--- config.mk ---
export PLATFORM = sky130hd
export DESIGN_NAME = ttl191_divider_ctrl
export DESIGN_NICKNAME = d
export VERILOG_FILES = /design/src/rtl/ttl191_divider_ctrl.sv
export SDC_FILE = /design/constraint.sdc
export NUM_CORES = 1
export LEC_CHECK = 0
export CAP_MARGIN = 20
export CORE_MARGIN = 5
export CORE_UTILIZATION = 30
export CTS_CLUSTER_DIAMETER = 60
export CTS_CLUSTER_SIZE = 30
export DETAILED_ROUTE_END_ITERATION = 7
export PLACE_DENSITY = 0.71
export SYNTH_ARGS = -nofsm -noshare
export SYNTH_HDL_FRONTEND = slang
export SYNTH_SLANG_ARGS = --single-unit
--- constraint.sdc ---
create_clock -name CLK -period 1.3 [get_ports CLK]
set_clock_uncertainty 0.2 [all_clocks]
set_input_delay 0.26 -clock CLK [delete_from_list [all_inputs] [get_ports CLK]]
set_output_delay 0.26 -clock CLK [all_outputs]
set_load 0.005 [all_outputs]
--- src/rtl/ttl191_divider_ctrl.sv ---
// Controller for a chain of 74LS191 up/down counters used as a programmable divider.
// Optional Q/RCO_n consistency checker enabled by defining TTL191_CHECK_EN.
module ttl191_divider_ctrl #(
    parameter int STAGES = 2
) (
    input  logic                  CLK,
    input  logic                  RESET_n,
    input  logic                  START,
    input  logic                  STOP,
    input  logic [4*STAGES-1:0]   PRESET,
    input  logic                  DIR,
    input  logic                  CONT,
    input  logic                  RCO_n,
    input  logic [4*STAGES-1:0]   Q,
    output logic [4*STAGES-1:0]   D,
    output logic                  LOAD_n,
    output logic                  CTEN_n,
    output logic                  DOWN_UP_n,
    output logic                  BUSY,
    output logic                  TC_PULSE,
    output logic                  DONE,
    output logic                  ERROR,
    output logic [1:0]            dbg_state
);

    localparam int W = 4 * STAGES;

    typedef enum logic [1:0] {
        ST_IDLE   = 2'd0,
        ST_LOAD   = 2'd1,
        ST_COUNT  = 2'd2,
        ST_RELOAD = 2'd3
    } state_t;

    // START and STOP are level requests sampled on each rising edge, with no
    // ready handshake: START is accepted only in IDLE, STOP is accepted in any
    // state and outranks both START and RCO_n.
    state_t         state_q, state_d;
    logic [W-1:0]   d_q, d_d;
    logic           down_up_n_q, down_up_n_d;
    logic           cont_q, cont_d;
    logic           load_n_q, load_n_d;
    logic           cten_n_q, cten_n_d;
    logic           busy_q, busy_d;
    logic           tc_pulse_q, tc_pulse_d;
    logic           done_q, done_d;

    always_comb begin
        state_d     = state_q;
        d_d         = d_q;
        down_up_n_d = down_up_n_q;
        cont_d      = cont_q;
        tc_pulse_d  = 1'b0;
        done_d      = 1'b0;

        unique case (state_q)
            ST_IDLE: begin
                if (START && !STOP) begin
                    d_d         = PRESET;
                    down_up_n_d = DIR;
                    cont_d      = CONT;
                    state_d     = ST_LOAD;
                end
            end
            ST_LOAD, ST_RELOAD: begin
                state_d = ST_COUNT;
            end
            ST_COUNT: begin
                if (!RCO_n) begin
                    tc_pulse_d = 1'b1;
                    if (cont_q) begin
                        state_d = ST_RELOAD;
                    end else begin
                        state_d = ST_IDLE;
                        done_d  = 1'b1;
                    end
                end
            end
        endcase

        if (STOP) begin
            state_d    = ST_IDLE;
            tc_pulse_d = 1'b0;
            done_d     = 1'b0;
        end

        // Chain controls are decoded from the next state so they are registered
        // and line up with the state they belong to.
        load_n_d = !((state_d == ST_LOAD) || (state_d == ST_RELOAD));
        cten_n_d = (state_d != ST_COUNT);
        busy_d   = (state_d != ST_IDLE);
    end

    always_ff @(posedge CLK) begin
        if (!RESET_n) begin
            state_q     <= ST_IDLE;
            d_q         <= '0;
            down_up_n_q <= 1'b0;
            cont_q      <= 1'b0;
            load_n_q    <= 1'b1;
            cten_n_q    <= 1'b1;
            busy_q      <= 1'b0;
            tc_pulse_q  <= 1'b0;
            done_q      <= 1'b0;
        end else begin
            state_q     <= state_d;
            d_q         <= d_d;
            down_up_n_q <= down_up_n_d;
            cont_q      <= cont_d;
            load_n_q    <= load_n_d;
            cten_n_q    <= cten_n_d;
            busy_q      <= busy_d;
            tc_pulse_q  <= tc_pulse_d;
            done_q      <= done_d;
        end
    end

`ifdef TTL191_CHECK_EN
    logic [W-1:0] shadow_q, shadow_d;
    logic         error_q, error_d;
    logic         shadow_term;

    // The shadow tracks what the chain should hold before each COUNT edge.
    always_comb begin
        shadow_d    = shadow_q;
        error_d     = error_q;
        shadow_term = 1'b0;
        unique case (state_q)
            ST_LOAD, ST_RELOAD: begin
                shadow_d = d_q;
            end
            ST_COUNT: begin
                shadow_term = down_up_n_q ? (shadow_q == '0) : (shadow_q == '1);
                if ((Q != shadow_q) || ((!RCO_n) != shadow_term)) begin
                    error_d = 1'b1;
                end
                shadow_d = down_up_n_q ? (shadow_q - W'(1)) : (shadow_q + W'(1));
            end
            default: begin
            end
        endcase
    end

    always_ff @(posedge CLK) begin
        if (!RESET_n) begin
            shadow_q <= '0;
            error_q  <= 1'b0;
        end else begin
            shadow_q <= shadow_d;
            error_q  <= error_d;
        end
    end

    assign ERROR = error_q;
`else
    logic unused_q_bits;
    assign unused_q_bits = ^Q;
    assign ERROR = 1'b0;
`endif

    assign D         = d_q;
    assign LOAD_n    = load_n_q;
    assign CTEN_n    = cten_n_q;
    assign DOWN_UP_n = down_up_n_q;
    assign BUSY      = busy_q;
    assign TC_PULSE  = tc_pulse_q;
    assign DONE      = done_q;
    assign dbg_state = state_q;

endmodule

After elaboration in Yosys (flattened, before gate mapping)
Index checks and enable logic that the tools add are counted.
Word-level totals
  logic and storage cells: 34
  output and inout port bits: 17
  register bits after elaboration: 17
  input port bits: 23
Operators by class
  multiplexer cells: 7
  bitwise gates (word level): 2
  eq/ne operators: 6
  reductions and logical operators: 10
Operators with widths (count)
  2-bit two-way mux: 4
  2-bit == test (second input constant): 3
  2-bit case mux with 3 select lines: 1
  2-bit by 1-bit == test with 1-bit output (second input constant): 2
  4-bit OR reduction: 1
  3-bit OR reduction: 1
  1-bit zero test: 2
  2-bit zero test: 1
  1-bit two-way mux: 2
  2-bit inequality test (second input constant): 1
  1-bit NOT: 2
  2-bit AND reduction: 1
  2-bit nonzero test: 1
  2-bit OR reduction: 1
  1-bit logical AND: 1
  1-bit logical OR: 1

Longest topological paths before layout
  depth after elaboration: 8
  gate-level depth with buffers: 4

Worst setup path before layout
Ideal clock, no wire load.
  path type: register to register
  start: register state_q[0], in the netlist dbg_state[0]
  end: register down_up_n_q, in the netlist DOWN_UP_n
  required time: 0.984 ns
  clock period less this slack: 1.444 ns
  arrival: 1.128 ns
  buffers on the path: 1
  path slack: -0.144 ns
  stages on the path, launching flop included: 5
  cell sequence: dfxtp_1 or4b_1 buf_6 nand2_1 a21boi_1
On the way
  cells in the longest elaborated chain, start to end: 2
Ends and longest elaborated chain
  from (decl): line 38  | state_t state_q, state_d;
  from (signal assigned): line 106  | state_q <= state_d;
  2-bit zero test: line 56  | unique case (state_q)
  2-bit AND reduction (no source line)
  to (signal assigned): line 108  | down_up_n_q <= down_up_n_d;
  to (decl): line 40  | logic down_up_n_q, down_up_n_d;
No other way between the ends.
A chain may end at the register's enable or synchronous reset.

Worst setup path after layout
  start: register state_q[1], in the netlist dbg_state[1]
  end: register d_q[5], in the netlist D[5]
On the way
  cells in the longest elaborated chain, start to end: 2
Ends and longest elaborated chain
  2-bit zero test: line 56
  2-bit AND reduction (no source line)
  to (signal assigned): line 97  | d_q <= '0;
  to (signal assigned): line 107  | d_q <= d_d;
  to (decl): line 39  | logic [W-1:0] d_q, d_d;
No other way between the ends.

==> results_dict.tcl <==
set metrics [dict create \
    fin_ws_ns -0.250 \
    rsz0062_at_grt "yes" \
    r2r_slack_ns -0.25 \
    r2r_end "D[5]$_SDFFE_PN0P_" \
    design_area_um2 1120 \
    worst_path_largest_cell_delay_ns 0.51 \
    grt_pass1_vias 628 \
    worst-path-max-fanout 5 \
    crit_required_ns 1.28 \
    cp-end-kind "flop" \
    gp_congestion 0.770 \
    vdd_drop_max_uv 409 \
    vias 623 \
    crit_path_frequent_cell "buf_6" \
    ff2ff_path_depth 5 \
    timing.final.crit_share_pct 119 \
    wl_per_cell_um 12.3 \
    power_frac_comb_pct 17.7 \
    syn_area_per_cell_um2 9.31 \
    die_w_um 55.9 \
    grt_pass1_wl_um 2730 \
    cts_made_buffers 3 \
    run_status "complete, but fails checks" \
    clk_pin_slew_ns 0.10 \
    ys_ff_latch 17 \
    max_freq_mhz 645 \
    hold_class "reg -> reg" \
    p_clk_share_pct 27.5 \
    arrival_ns 1.53 \
    synthesis.nets 91 \
    grt_usage_pct 10.8 \
    io_pins 40 \
    dr.pass1.iters 4 \
    hpwl_um 1160 \
    layout-drive-gt1-share_pct 53.0 \
    remaining_drc_errors 0 \
    hold_depth 2 \
    setup_viol 13 \
    setup-tns-final_ns -2.46 \
    die_area_um2 3130 \
    vias_per_cell 4.39 \
    multiInputGateArea_um2 318 \
    yosysWarningCount 0 \
    placed_cells 129 \
    drt_iter0_drc 11 \
    cts_tree "done" \
    synth.distinct_cells 19 \
    pwr-share-seq_pct 54.8 \
    hold_path_startpoint "D[7]$_SDFFE_PN0P_" \
    routed_wl_um 1740 \
    post-place-ws_ns -0.561 \
    worstReg2RegStart "dbg_state[1]$_SDFF_PN0_" \
    diodes 0 \
    seqCellArea_um2 354 \
    netlist_area_um2 633 \
    switching_share_pct 24.3 \
    core_area_um2 1980 \
    cap_viol_max_count 0 \
    drtAntennaViolNets 0 \
    cp-start-kind "flop" \
    synth_cells 68 \
    leakage_nw 0.485 \
    hold_violations 0 \
    p_sw_uw 247 \
    cts_buffer_depth 2 \
    rows 16 \
    cts_root_buf "clkbuf_4" \
    dieHeight_um 55.9 \
    clock_latency_ns 0.29 \
    final_cell_mix "12 x clkdlybuf4s50_1, 12 x buf_4, 11 x dfxtp_2, 11 x nand2_1, 10 x nand2_2" \
    overflow 0 \
    dpl-instance-area_um2 998 \
    grt_max_degree 11 \
    drv_slew 0 \
    cp_slowest_cell "or4b_4" \
    initial_core_util_pct 31.9 \
    min_to "D[7]$_SDFFE_PN0P_" \
    finalNonFillerCells 142 \
    p_per_area_nw_per_um2 906 \
    final_nets 139 \
    totalPowerFinal_mw 1.02 \
    timing.critical_path.cells "buf_6 -> or4b_4 -> buf_6 -> nand2_2 -> a21boi_2" \
    clock-sinks 17 \
    finalCriticalPeriod_ns 1.55 \
    cts_max_level 1 \
    final.fill_count 158 \
    violations "negative setup slack" \
    seq_area_frac_synth_pct 53.8 \
    areaGrowthSynthToFinish_pct 77.1 \
    port_buffers 30 \
    intPower_uw 769 \
    worst-setup-path-type "reg -> reg" \
    antenna_found_initial 0 \
]
## synth_stat cells
| master | count | area share (%) |
|---|---|---|
| and3_1 | 1 | 0.99 |
| clkbuf_1 | 1 | 0.59 |
| nand2_1 | 21 | 12 |
| nor4b_4 | 1 | 3.8 |
| or4b_1 | 1 | 1.6 |
| inv_1 | 1 | 0.59 |
| o21ai_0 | 1 | 0.79 |
| nor2b_1 | 3 | 3.0 |
| or2_2 | 1 | 0.99 |
| buf_4 | 1 | 1.2 |
| buf_6 | 1 | 1.8 |
| o21bai_1 | 1 | 1.2 |
| a21boi_1 | 10 | 12 |
| o31ai_1 | 1 | 1.2 |
| a21oi_1 | 2 | 1.6 |
| conb_1 | 1 | 0.59 |
| dfxtp_1 | 17 | 54 |
| nor2_1 | 2 | 1.2 |
| nand2b_1 | 1 | 0.99 |
## area by class of cell
| class | count | area share, % |
|---|---|---|
| clock buffer | 3 | 2.01 |
| clock inverter | 1 | 0.446 |
| inverter | 1 | 0.335 |
| multi-input combinational | 47 | 28.3 |
| sequential | 17 | 31.6 |
| tap | 27 | 3.01 |
| timing repair buffer | 46 | 34.3 |
## critical path: cells and delay by family (launching register included)
family	cells	cell delay, ns
AO/OA/AOI/OAI	1	0.05
buffers and inverters	2	0.28
flip-flops	1	0.34
AND/OR/NAND/NOR	2	0.58
## kinds of logic after synthesis
logic type / Yosys count / share of synthesized area (%)
AND/OR/NAND/NOR: 31 / 24.9
flip-flops: 17 / 53.8
AO/OA/AOI/OAI: 15 / 16.6
buffers and inverters: 4 / 4.15
other: 1 / 0.592
## repair_timing
| item | 4_1_cts | 5_1_grt |
|---|---|---|
| pin swaps | 11 | 3 |
| gates resized for setup | 68 | 15 |
| hold buffers | 0 | 0 |
| hold endpoints to repair | 0 | 0 |
| cloned | 1 | 0 |
| setup buffers | 3 | 5 |
| endpoints found under the setup margin | 29 | 23 |
## worst max path at each step
stage                                        from                     end  depth (start not counted)
after CTS                 dbg_state[1]$_SDFF_PN0_       D[5]$_SDFFE_PN0P_                          5
after global routing      dbg_state[1]$_SDFF_PN0_     cont_q$_SDFFE_PN0P_                          5
after detailed placement                    START       D[4]$_SDFFE_PN0P_                          5
after floorplan           dbg_state[0]$_SDFF_PN0_  DOWN_UP_n$_SDFFE_PN0P_                          4
after global placement                      START       D[4]$_SDFFE_PN0P_                          5
final                     dbg_state[1]$_SDFF_PN0_       D[5]$_SDFFE_PN0P_                          5
## metal layers
layer	wire length [um]	track usage, %	vias to the layer above	share of wire [%]
li1	-	-	313	-
met1	685	10.9	282	39
met2	878	19.9	24	50
met3	156	3.94	4	8.9
met4	23	4.07	0	1.3
met5	0	0	-	0
## power by group through the flow
stage                     Combinational (mW)  Sequential [mW]  Clock (mW)
final                                  0.180            0.557       0.279
after global routing                   0.194            0.559       0.303
after CTS                              0.170            0.557       0.276
after detailed placement               0.159            0.564           0
after global placement                 0.156            0.564           0
after floorplan                       0.0525            0.567           0
## per-stage QoR
stage	hold slack (ns)	util, %
final	0.258	56.6
after global routing	0.280	56.6
after global placement	0.244	50.4
after detailed placement	0.251	50.4
after CTS	0.260	55.7
after floorplan	0.167	-
## registers in the layout, indices dropped and copies added (netlist names)
name and flops:
BUSY 1, LOAD_n 1, cont_q 1, DONE 1
D 8, TC_PULSE 1, DOWN_UP_n 1, dbg_state 2
CTEN_n 1
Note: power is estimated with default switching activity, not from simulation.
